## src/rtl/qr_r_collector_if.sv

```systemverilog
// Handshake bundle between the QR_CORDIC row source, the R collector and its downstream consumer.
// Signal names follow the collector's external contract.
interface qr_r_collector_if #(
  parameter int unsigned DATA_WIDTH = 20,
  parameter int unsigned D_WIDTH    = 4
) ();
  logic                          valid_i;
  logic [DATA_WIDTH*D_WIDTH-1:0] in_r;
  logic [DATA_WIDTH-1:0]         out_data;
  logic                          out_valid;
  logic                          out_ready;
  logic                          out_last;
  logic                          busy;
  logic                          done;
  logic                          err;

  modport slave (
    input  valid_i, in_r, out_ready,
    output out_data, out_valid, out_last, busy, done, err
  );

  modport master (
    output valid_i, in_r, out_ready,
    input  out_data, out_valid, out_last, busy, done, err
  );
endinterface

```

## src/rtl/qr_r_collector.sv

```systemverilog
// Collects ROWS rows of the R matrix (arriving last row first) and replays them as a
// row-major element stream with valid/ready flow control.
module qr_r_collector #(
  parameter int unsigned DATA_WIDTH = 20,
  parameter int unsigned D_WIDTH    = 4,
  parameter int unsigned ROWS       = 8
) (
  input  logic                  clk,
  input  logic                  rst,
  qr_r_collector_if.slave       bus_io
);

  localparam int unsigned RowW = (ROWS > 1) ? $clog2(ROWS) : 1;
  localparam int unsigned ColW = (D_WIDTH > 1) ? $clog2(D_WIDTH) : 1;
  localparam int unsigned CntW = $clog2(ROWS + 1);

  // Packed index D_WIDTH-1 is column 0, matching the MSB-first layout of in_r.
  typedef logic [D_WIDTH-1:0][DATA_WIDTH-1:0] row_t;

  typedef enum logic [1:0] {
    StIdle    = 2'd0,
    StCapture = 2'd1,
    StDrain   = 2'd2
  } state_e;

  state_e                state_q;
  logic [CntW-1:0]       row_cnt_q;
  logic [RowW-1:0]       rd_row_q;
  logic [ColW-1:0]       rd_col_q;
  logic [DATA_WIDTH-1:0] out_data_q;
  logic                  out_valid_q;
  logic                  out_last_q;
  logic                  done_q;
  logic                  err_q;
  row_t                  buf_q [ROWS];

  row_t                  in_row;
  logic                  cap_en;
  logic                  last_row;
  logic                  xfer;
  logic [RowW-1:0]       wr_idx;
  logic [RowW-1:0]       nxt_row;
  logic [ColW-1:0]       nxt_col;

  always_comb begin
    in_row   = row_t'(bus_io.in_r);
    cap_en   = bus_io.valid_i && (state_q != StDrain) && !rst;
    last_row = (row_cnt_q == CntW'(ROWS - 1));
    wr_idx   = RowW'(ROWS - 1) - RowW'(row_cnt_q);
    xfer     = out_valid_q && bus_io.out_ready;
    if (rd_col_q == ColW'(D_WIDTH - 1)) begin
      nxt_col = '0;
      nxt_row = rd_row_q + RowW'(1);
    end else begin
      nxt_col = rd_col_q + ColW'(1);
      nxt_row = rd_row_q;
    end
  end

  // Storage only; never read before a full capture, so no reset is needed.
  always_ff @(posedge clk) begin
    if (cap_en) begin
      buf_q[wr_idx] <= in_row;
    end
  end

  always_ff @(posedge clk) begin
    if (rst) begin
      state_q     <= StIdle;
      row_cnt_q   <= '0;
      rd_row_q    <= '0;
      rd_col_q    <= '0;
      out_data_q  <= '0;
      out_valid_q <= 1'b0;
      out_last_q  <= 1'b0;
      done_q      <= 1'b0;
      err_q       <= 1'b0;
    end else begin
      done_q <= 1'b0;
      case (state_q)
        StIdle, StCapture: begin
          if (bus_io.valid_i) begin
            if (last_row) begin
              // Last row lands at buffer index 0, so the first element comes straight from in_r.
              state_q     <= StDrain;
              row_cnt_q   <= '0;
              rd_row_q    <= '0;
              rd_col_q    <= '0;
              out_data_q  <= in_row[D_WIDTH-1];
              out_valid_q <= 1'b1;
              out_last_q  <= (ROWS == 1) && (D_WIDTH == 1);
            end else begin
              state_q   <= StCapture;
              row_cnt_q <= row_cnt_q + CntW'(1);
            end
          end
        end
        StDrain: begin
          if (bus_io.valid_i) begin
            err_q <= 1'b1;
          end
          if (xfer) begin
            if (out_last_q) begin
              state_q     <= StIdle;
              out_valid_q <= 1'b0;
              out_last_q  <= 1'b0;
              done_q      <= 1'b1;
            end else begin
              rd_row_q   <= nxt_row;
              rd_col_q   <= nxt_col;
              out_data_q <= buf_q[nxt_row][ColW'(D_WIDTH - 1) - nxt_col];
              out_last_q <= (nxt_row == RowW'(ROWS - 1)) && (nxt_col == ColW'(D_WIDTH - 1));
            end
          end
        end
        default: begin
          state_q     <= StIdle;
          row_cnt_q   <= '0;
          out_valid_q <= 1'b0;
          out_last_q  <= 1'b0;
        end
      endcase
    end
  end

  assign bus_io.out_data  = out_data_q;
  assign bus_io.out_valid = out_valid_q;
  assign bus_io.out_last  = out_last_q;
  assign bus_io.busy      = (state_q != StIdle);
  assign bus_io.done      = done_q;
  assign bus_io.err       = err_q;

endmodule

```

## src/flat_wrapper.sv

```systemverilog
// flat-port wrapper written by rule: the top's interface ports become plain ports
module qr_r_collector_flat 
#(
  parameter int unsigned DATA_WIDTH = 20,
  parameter int unsigned D_WIDTH    = 4,
  parameter int unsigned ROWS       = 8
)
  (clk, rst, bus_io_valid_i, bus_io_in_r, bus_io_out_ready, bus_io_out_data, bus_io_out_valid, bus_io_out_last, bus_io_busy, bus_io_done, bus_io_err);
  qr_r_collector_if #(.DATA_WIDTH(DATA_WIDTH), .D_WIDTH(D_WIDTH)) bus_io_i ();
  input  logic clk;
  input  logic rst;
  input wire logic [$bits(bus_io_i.valid_i)-1:0] bus_io_valid_i;
  input wire logic [$bits(bus_io_i.in_r)-1:0] bus_io_in_r;
  input wire logic [$bits(bus_io_i.out_ready)-1:0] bus_io_out_ready;
  output wire logic [$bits(bus_io_i.out_data)-1:0] bus_io_out_data;
  output wire logic [$bits(bus_io_i.out_valid)-1:0] bus_io_out_valid;
  output wire logic [$bits(bus_io_i.out_last)-1:0] bus_io_out_last;
  output wire logic [$bits(bus_io_i.busy)-1:0] bus_io_busy;
  output wire logic [$bits(bus_io_i.done)-1:0] bus_io_done;
  output wire logic [$bits(bus_io_i.err)-1:0] bus_io_err;
  assign bus_io_i.valid_i = bus_io_valid_i;
  assign bus_io_i.in_r = bus_io_in_r;
  assign bus_io_i.out_ready = bus_io_out_ready;
  assign bus_io_out_data = bus_io_i.out_data;
  assign bus_io_out_valid = bus_io_i.out_valid;
  assign bus_io_out_last = bus_io_i.out_last;
  assign bus_io_busy = bus_io_i.busy;
  assign bus_io_done = bus_io_i.done;
  assign bus_io_err = bus_io_i.err;
  qr_r_collector #(.DATA_WIDTH(DATA_WIDTH), .D_WIDTH(D_WIDTH), .ROWS(ROWS)) u_core (.clk(clk), .rst(rst), .bus_io(bus_io_i));
endmodule
```

## config.mk

```make
export PLATFORM = sky130hd
export DESIGN_NAME = qr_r_collector_flat
export DESIGN_NICKNAME = d
export VERILOG_FILES = /design/src/rtl/qr_r_collector_if.sv /design/src/rtl/qr_r_collector.sv /design/src/flat_wrapper.sv
export SDC_FILE = /design/constraint.sdc
export NUM_CORES = 1
export LEC_CHECK = 0
export CORE_ASPECT_RATIO = 0.9
export CORE_MARGIN = 3
export CORE_UTILIZATION = 65
export DETAILED_ROUTE_END_ITERATION = 8
export GPL_ROUTABILITY_DRIVEN = 0
export PLACE_DENSITY = 0.86
export SETUP_SLACK_MARGIN = 0.5
export SYNTH_ARGS = -nofsm -noshare
export SYNTH_HDL_FRONTEND = slang
export SYNTH_SLANG_ARGS = --single-unit
```

## constraint.sdc

```tcl
create_clock -name clk -period 15 [get_ports clk]
set_input_delay 3.75 -clock clk [delete_from_list [all_inputs] [get_ports clk]]
set_output_delay 3.75 -clock clk [all_outputs]
set_load 0.05 [all_outputs]
```

# Word level (Yosys, flattened, before mapping)
# Memory sizes are Yosys's and may differ from the RTL's.
# Cells that the tools add are included.
# classes
n_bitwise	2
add_sub_neg	5
n_mux	40
magnitude_cmp	1
eq_ne	12
n_reduce_logical	16
# ops
cell	n
$mux W20	5
$bmux W20 S2	1
$pmux W20 S2	1
$mux W2	9
$mux W3	5
$mux W1	11
$mux W4	2
$pmux W2 S2	2
$pmux W4 S2	1
$eq A2 B2 Y1 const B	3
$ne A2 B1 Y1 const B	3
$ne A2 B2 Y1 const B	3
$pmux W3 S2	1
$reduce_and A3 Y1	2
$reduce_and A5 Y1	1
$add A4 B1 Y4 const B	1
$eq A4 B3 Y1 const B	1
$logic_and A1 B1 Y1	4
$pmux W1 S2	2
$reduce_and A2 Y1	2
$reduce_and A4 Y1	1
$reduce_bool A2 Y1	2
$add A3 B1 Y3 const B	1
$eq A3 B3 Y1 const B	1
other kinds (10)	11
# word_totals
word_cells	86
memories	1
ff_bits	35
out_inout_bits	25
ram_bits	640
input_bits	84
# memory_table
memory	words	width	read_ports	rd_clocked_by_memory_dff	write_ports	line_no	source
u_core.buf_q	8	80	1	0	1	qr_r_collector.sv:35	row_t buf_q [ROWS];

# Logic depth before layout (Yosys ltp)
# logic_depth
depth_word	8
mapped_depth	11
mapped_depth_nobuf	8

# Worst setup path after synthesis
# Ideal clock, no wire load.
# synth_path
kind	input to register
startpoint	input port bus_io_valid_i
endpoint	memory u_core.buf_q[7][0] in the netlist's numbering, enable pin
stages	3
path_buffers	1
arrival_time_ps	10116
required_time_ps	14384
path_slack_ps	4268
setup_time_ps	616
cell_sequence	clkbuf_1 or4b_2 nor3_1
# synth_via
elab_chain_cells	4
# synth_rtl
item	line_no	source
start, declared	flat_wrapper.sv:12	input wire logic [$bits(bus_io_i.valid_i)-1:0] bus_io_valid_i;
$logic_and A1 B1 Y1 (2 in series)	qr_r_collector.sv:47	cap_en = bus_io.valid_i && (state_q != StDrain) && !rst;
$mux W1	qr_r_collector.sv:62	if (cap_en) begin
$mux W1 (not written as such)	qr_r_collector.sv:63	buf_q[wr_idx] <= in_row;
end, declared	qr_r_collector.sv:35	
# No other way between the ends.

# Worst setup path after layout
# layout_path
startpoint	input port rst
endpoint	memory u_core.buf_q[3][42] in the netlist's numbering, enable pin
# layout_via
elab_chain_cells	4
# layout_rtl
item	line_no	source
start, declared	flat_wrapper.sv:11	input logic rst;
$logic_not A1 Y1	qr_r_collector.sv:47	
$logic_and A1 B1 Y1	qr_r_collector.sv:47	
$mux W1	qr_r_collector.sv:62	
$mux W1 (not written as such)	qr_r_collector.sv:63	
# No other way between the ends.

==> results.yml <==
status:
  status: "completed"
yosys:
  async_reset_ff_frac: 0
  synth_cells: 1710
  synth.distinct_cells: 67
  yosysSeqAreaShare: 0.711
  synth_nets: 1798
  synth-warning-count: 0
  synth_edf_count: 640
  avgSynthCellArea_um2: 16.4
  ys_seq_elements: 675
  synth_ff_type: "edfxtp_1"
  synth.cell_area_mm2: 0.0280
sta:
  holdWs_ns: 0.480
  period_share: 0.460
  fmax_ghz: 0.145
  hold_violations: 0
  setup_violations: 0
  min_period_ns: 6.90
  worst_pin_slew_ns: 1.32
  rsz0062_at_grt: "false"
  finClkSkew_ns: 0.0211
  layout_setup_ws_ns: 8.10
  tns_ns: 0
  relSlewSlack: 0.112
  drv_slew: 0
setup_path:
  cp-startpoint: "rst"
  r2r_setup_slack_ns: 10.34
  reg2reg_depth: 9
  critPathKind: "input pin to register"
  rr_startpoint: "u_core.rd_col_q[1]"
  critPathLaunchType: "input pin"
  required_ns: 15.20
  critPathCaptureType: "register"
  endpoint: "u_core.buf_q[3][42]"
  arrival_ns: 7.10
  reg2reg_to: "u_core.bus_io.out_data[3]"
  path_max_fanout: 50
cts:
  holdBufCountCts: 0
  cts_setup_buffers: 0
  cts_sinks: 675
  cts_root_buf: "clkbuf_16"
  cts_tree: "yes"
  cts_buffers: 66
  insertion_delay_ns: 0.58
  clk_pin_slew_ns: 0.06
  post_cts_resized: 0
  h-tree-depth: 3
  cts_buffer_depth: 3
grt:
  grt_overflow_total: 0
  grt_pass1_wl_mm: 103
  gr-usage-all-layers: 0.303
  first_global_vias: 17000
  grt_max_degree: 73
  antenna_found_initial: 4
drt:
  viasPerCell: 7.08
  drtIter0Drc: 2444
  postRouteAntennaNets: 0
  wl_per_cell_um: 28.5
  firstDrtPassIters: 8
  routed_wl_mm: 68.6
  vias: 17000
  drc: 0
place:
  pre_cts_slack_ns: 7.59
  numPortBuffers: 108
  dp_hpwl_mm: 40.4
layout:
  drive_above_1_share: 0.122
  area_growth_pct: 13.2
  nets: 1894
floorplan:
  core_mm2: 0.0422
  dieArea_mm2: 0.0456
  fp.dieH_um: 203
  boundaryPins: 109
  die_x_um: 225
  rows: 71
  start_util: 0.664
power:
  p_per_area_mw_per_mm2: 120
  peakVddDrop_mv: 0.105
  leakage_nw: 9.61
worst_hold_path:
  hold_class: "register to register"
run:
  max_cap_violations: 0
-- report_power, final --
group	internal (W)	leakage [nW]	total, W	switching, W
sequential	0.00209	6.06	0.00209	0.00000851
clock	0.000945	1.05	0.00162	0.000679
combinational	0.0000257	2.50	0.0000747	0.0000490
total	0.00306	9.61	0.00379	0.000737
-- area by class of cell --
class	instances	area [um^2]
Tap cell	547	684
Clock inverter	29	214
Sequential cell	675	19900
Fill cell	2285	10500
Multi-Input combinational cell	904	7580
Timing Repair Buffer	143	1340
Antenna cell	2	5.00
Clock buffer	92	1920
Inverter	16	60.1
-- Yosys cell counts (5+ instances only) --
cell / number / area share
o22ai_1: 23 / 0.0051
o221a_2: 10 / 0.0040
a32o_1: 8 / 0.0029
dfxtp_1: 35 / 0.025
o21ai_0: 58 / 0.010
buf_4: 11 / 0.0029
clkbuf_1: 54 / 0.0072
nand2b_1: 6 / 0.0013
nor2_1: 73 / 0.0098
a221oi_1: 41 / 0.013
nor3_1: 20 / 0.0036
inv_1: 15 / 0.0020
a221o_1: 9 / 0.0032
a22oi_1: 32 / 0.0086
a211oi_1: 19 / 0.0051
a31oi_1: 33 / 0.0074
o21bai_1: 11 / 0.0029
edfxtp_1: 640 / 0.69
mux4_2: 57 / 0.046
buf_1: 5 / 0.00067
buf_2: 42 / 0.0075
a21oi_1: 35 / 0.0063
o2111ai_1: 10 / 0.0031
a2111oi_0: 18 / 0.0056
mux2i_1: 246 / 0.088
nor2b_1: 16 / 0.0036
a32oi_1: 14 / 0.0044
nand2_1: 92 / 0.012
nand3_1: 21 / 0.0038
-- worst min path at each step --
stage | slack, ns | startpoint | endpoint | depth (start not counted)
floorplan | 0.46 | u_core.rd_col_q[1] | u_core.rd_col_q[1] | 2
global placement | 0.46 | u_core.bus_io.err | u_core.bus_io.err | 2
detailed placement | 0.46 | u_core.bus_io.err | u_core.bus_io.err | 2
CTS | 0.48 | u_core.bus_io.err | u_core.bus_io.err | 2
global route | 0.50 | u_core.bus_io.err | u_core.bus_io.err | 2
finish | 0.48 | u_core.bus_io.err | u_core.bus_io.err | 2
-- per-stage QoR --
stage / utilization / cells / instance area, um^2 / total power (W)
global route: 0.752 / 2408 / 31700 / 0.00388
floorplan: - / 1710 / 28000 / 0.00215
finish: 0.752 / 2408 / 31700 / 0.00379
detailed placement: 0.701 / 2284 / 29600 / 0.00221
CTS: 0.752 / 2405 / 31700 / 0.00380
global placement: 0.701 / 2284 / 29600 / 0.00220
-- routing by layer --
metal | track usage | up-vias | part of all wire
met3 | 0.0487 | 216 | 0.095
met5 | 0 | - | 0.00035
met2 | 0.503 | 1164 | 0.50
met4 | 0.128 | 4 | 0.041
met1 | 0.405 | 8534 | 0.36
li1 | - | 7130 | -
-- cell usage in the layout, fill, tap and decap left out, types with 33 or more instances in the layout --
master / count
a21oi_1: 35
a221oi_1: 41
a31oi_1: 33
buf_4: 34
clkbuf_16: 71
clkdlybuf4s50_1: 108
dfxtp_1: 33
edfxtp_1: 640
mux2i_1: 246
mux4_2: 57
nand2_1: 92
nor2_1: 67
o21ai_0: 57
-- critical path: stages --
cell             delay (ns)
clkdlybuf4s50_1        0.39
buf_4                  0.27
or4b_2                 0.85
nor2_4                 0.93
buf_4                  0.81
-- sequential cells by signal (all words and copies together), names as in the netlist --
| name | cells |
|---|---|
| u_core.rd_col_q | 2 |
| u_core.row_cnt_q | 4 |
| u_core.bus_io.out_valid | 1 |
| u_core.bus_io.done | 1 |
| u_core.rd_row_q | 3 |
| u_core.bus_io.out_data | 20 |
| u_core.bus_io.out_last | 1 |
| u_core.buf_q | 640 |
| u_core.bus_io.err | 1 |
| u_core.state_q | 2 |
-- cell families after synthesis --
group | Yosys count | share of synthesized area
AO/OA/AOI/OAI | 342 | 0.0886
multiplexers | 305 | 0.135
buffers and inverters | 131 | 0.0217
adder cells (fa/ha/maj) | 4 | 0.00179
flip-flops | 675 | 0.711
XOR/XNOR | 2 | 0.00130
AND/OR/NAND/NOR | 251 | 0.0412
No activity file was read; power rests on OpenSTA's default activity.
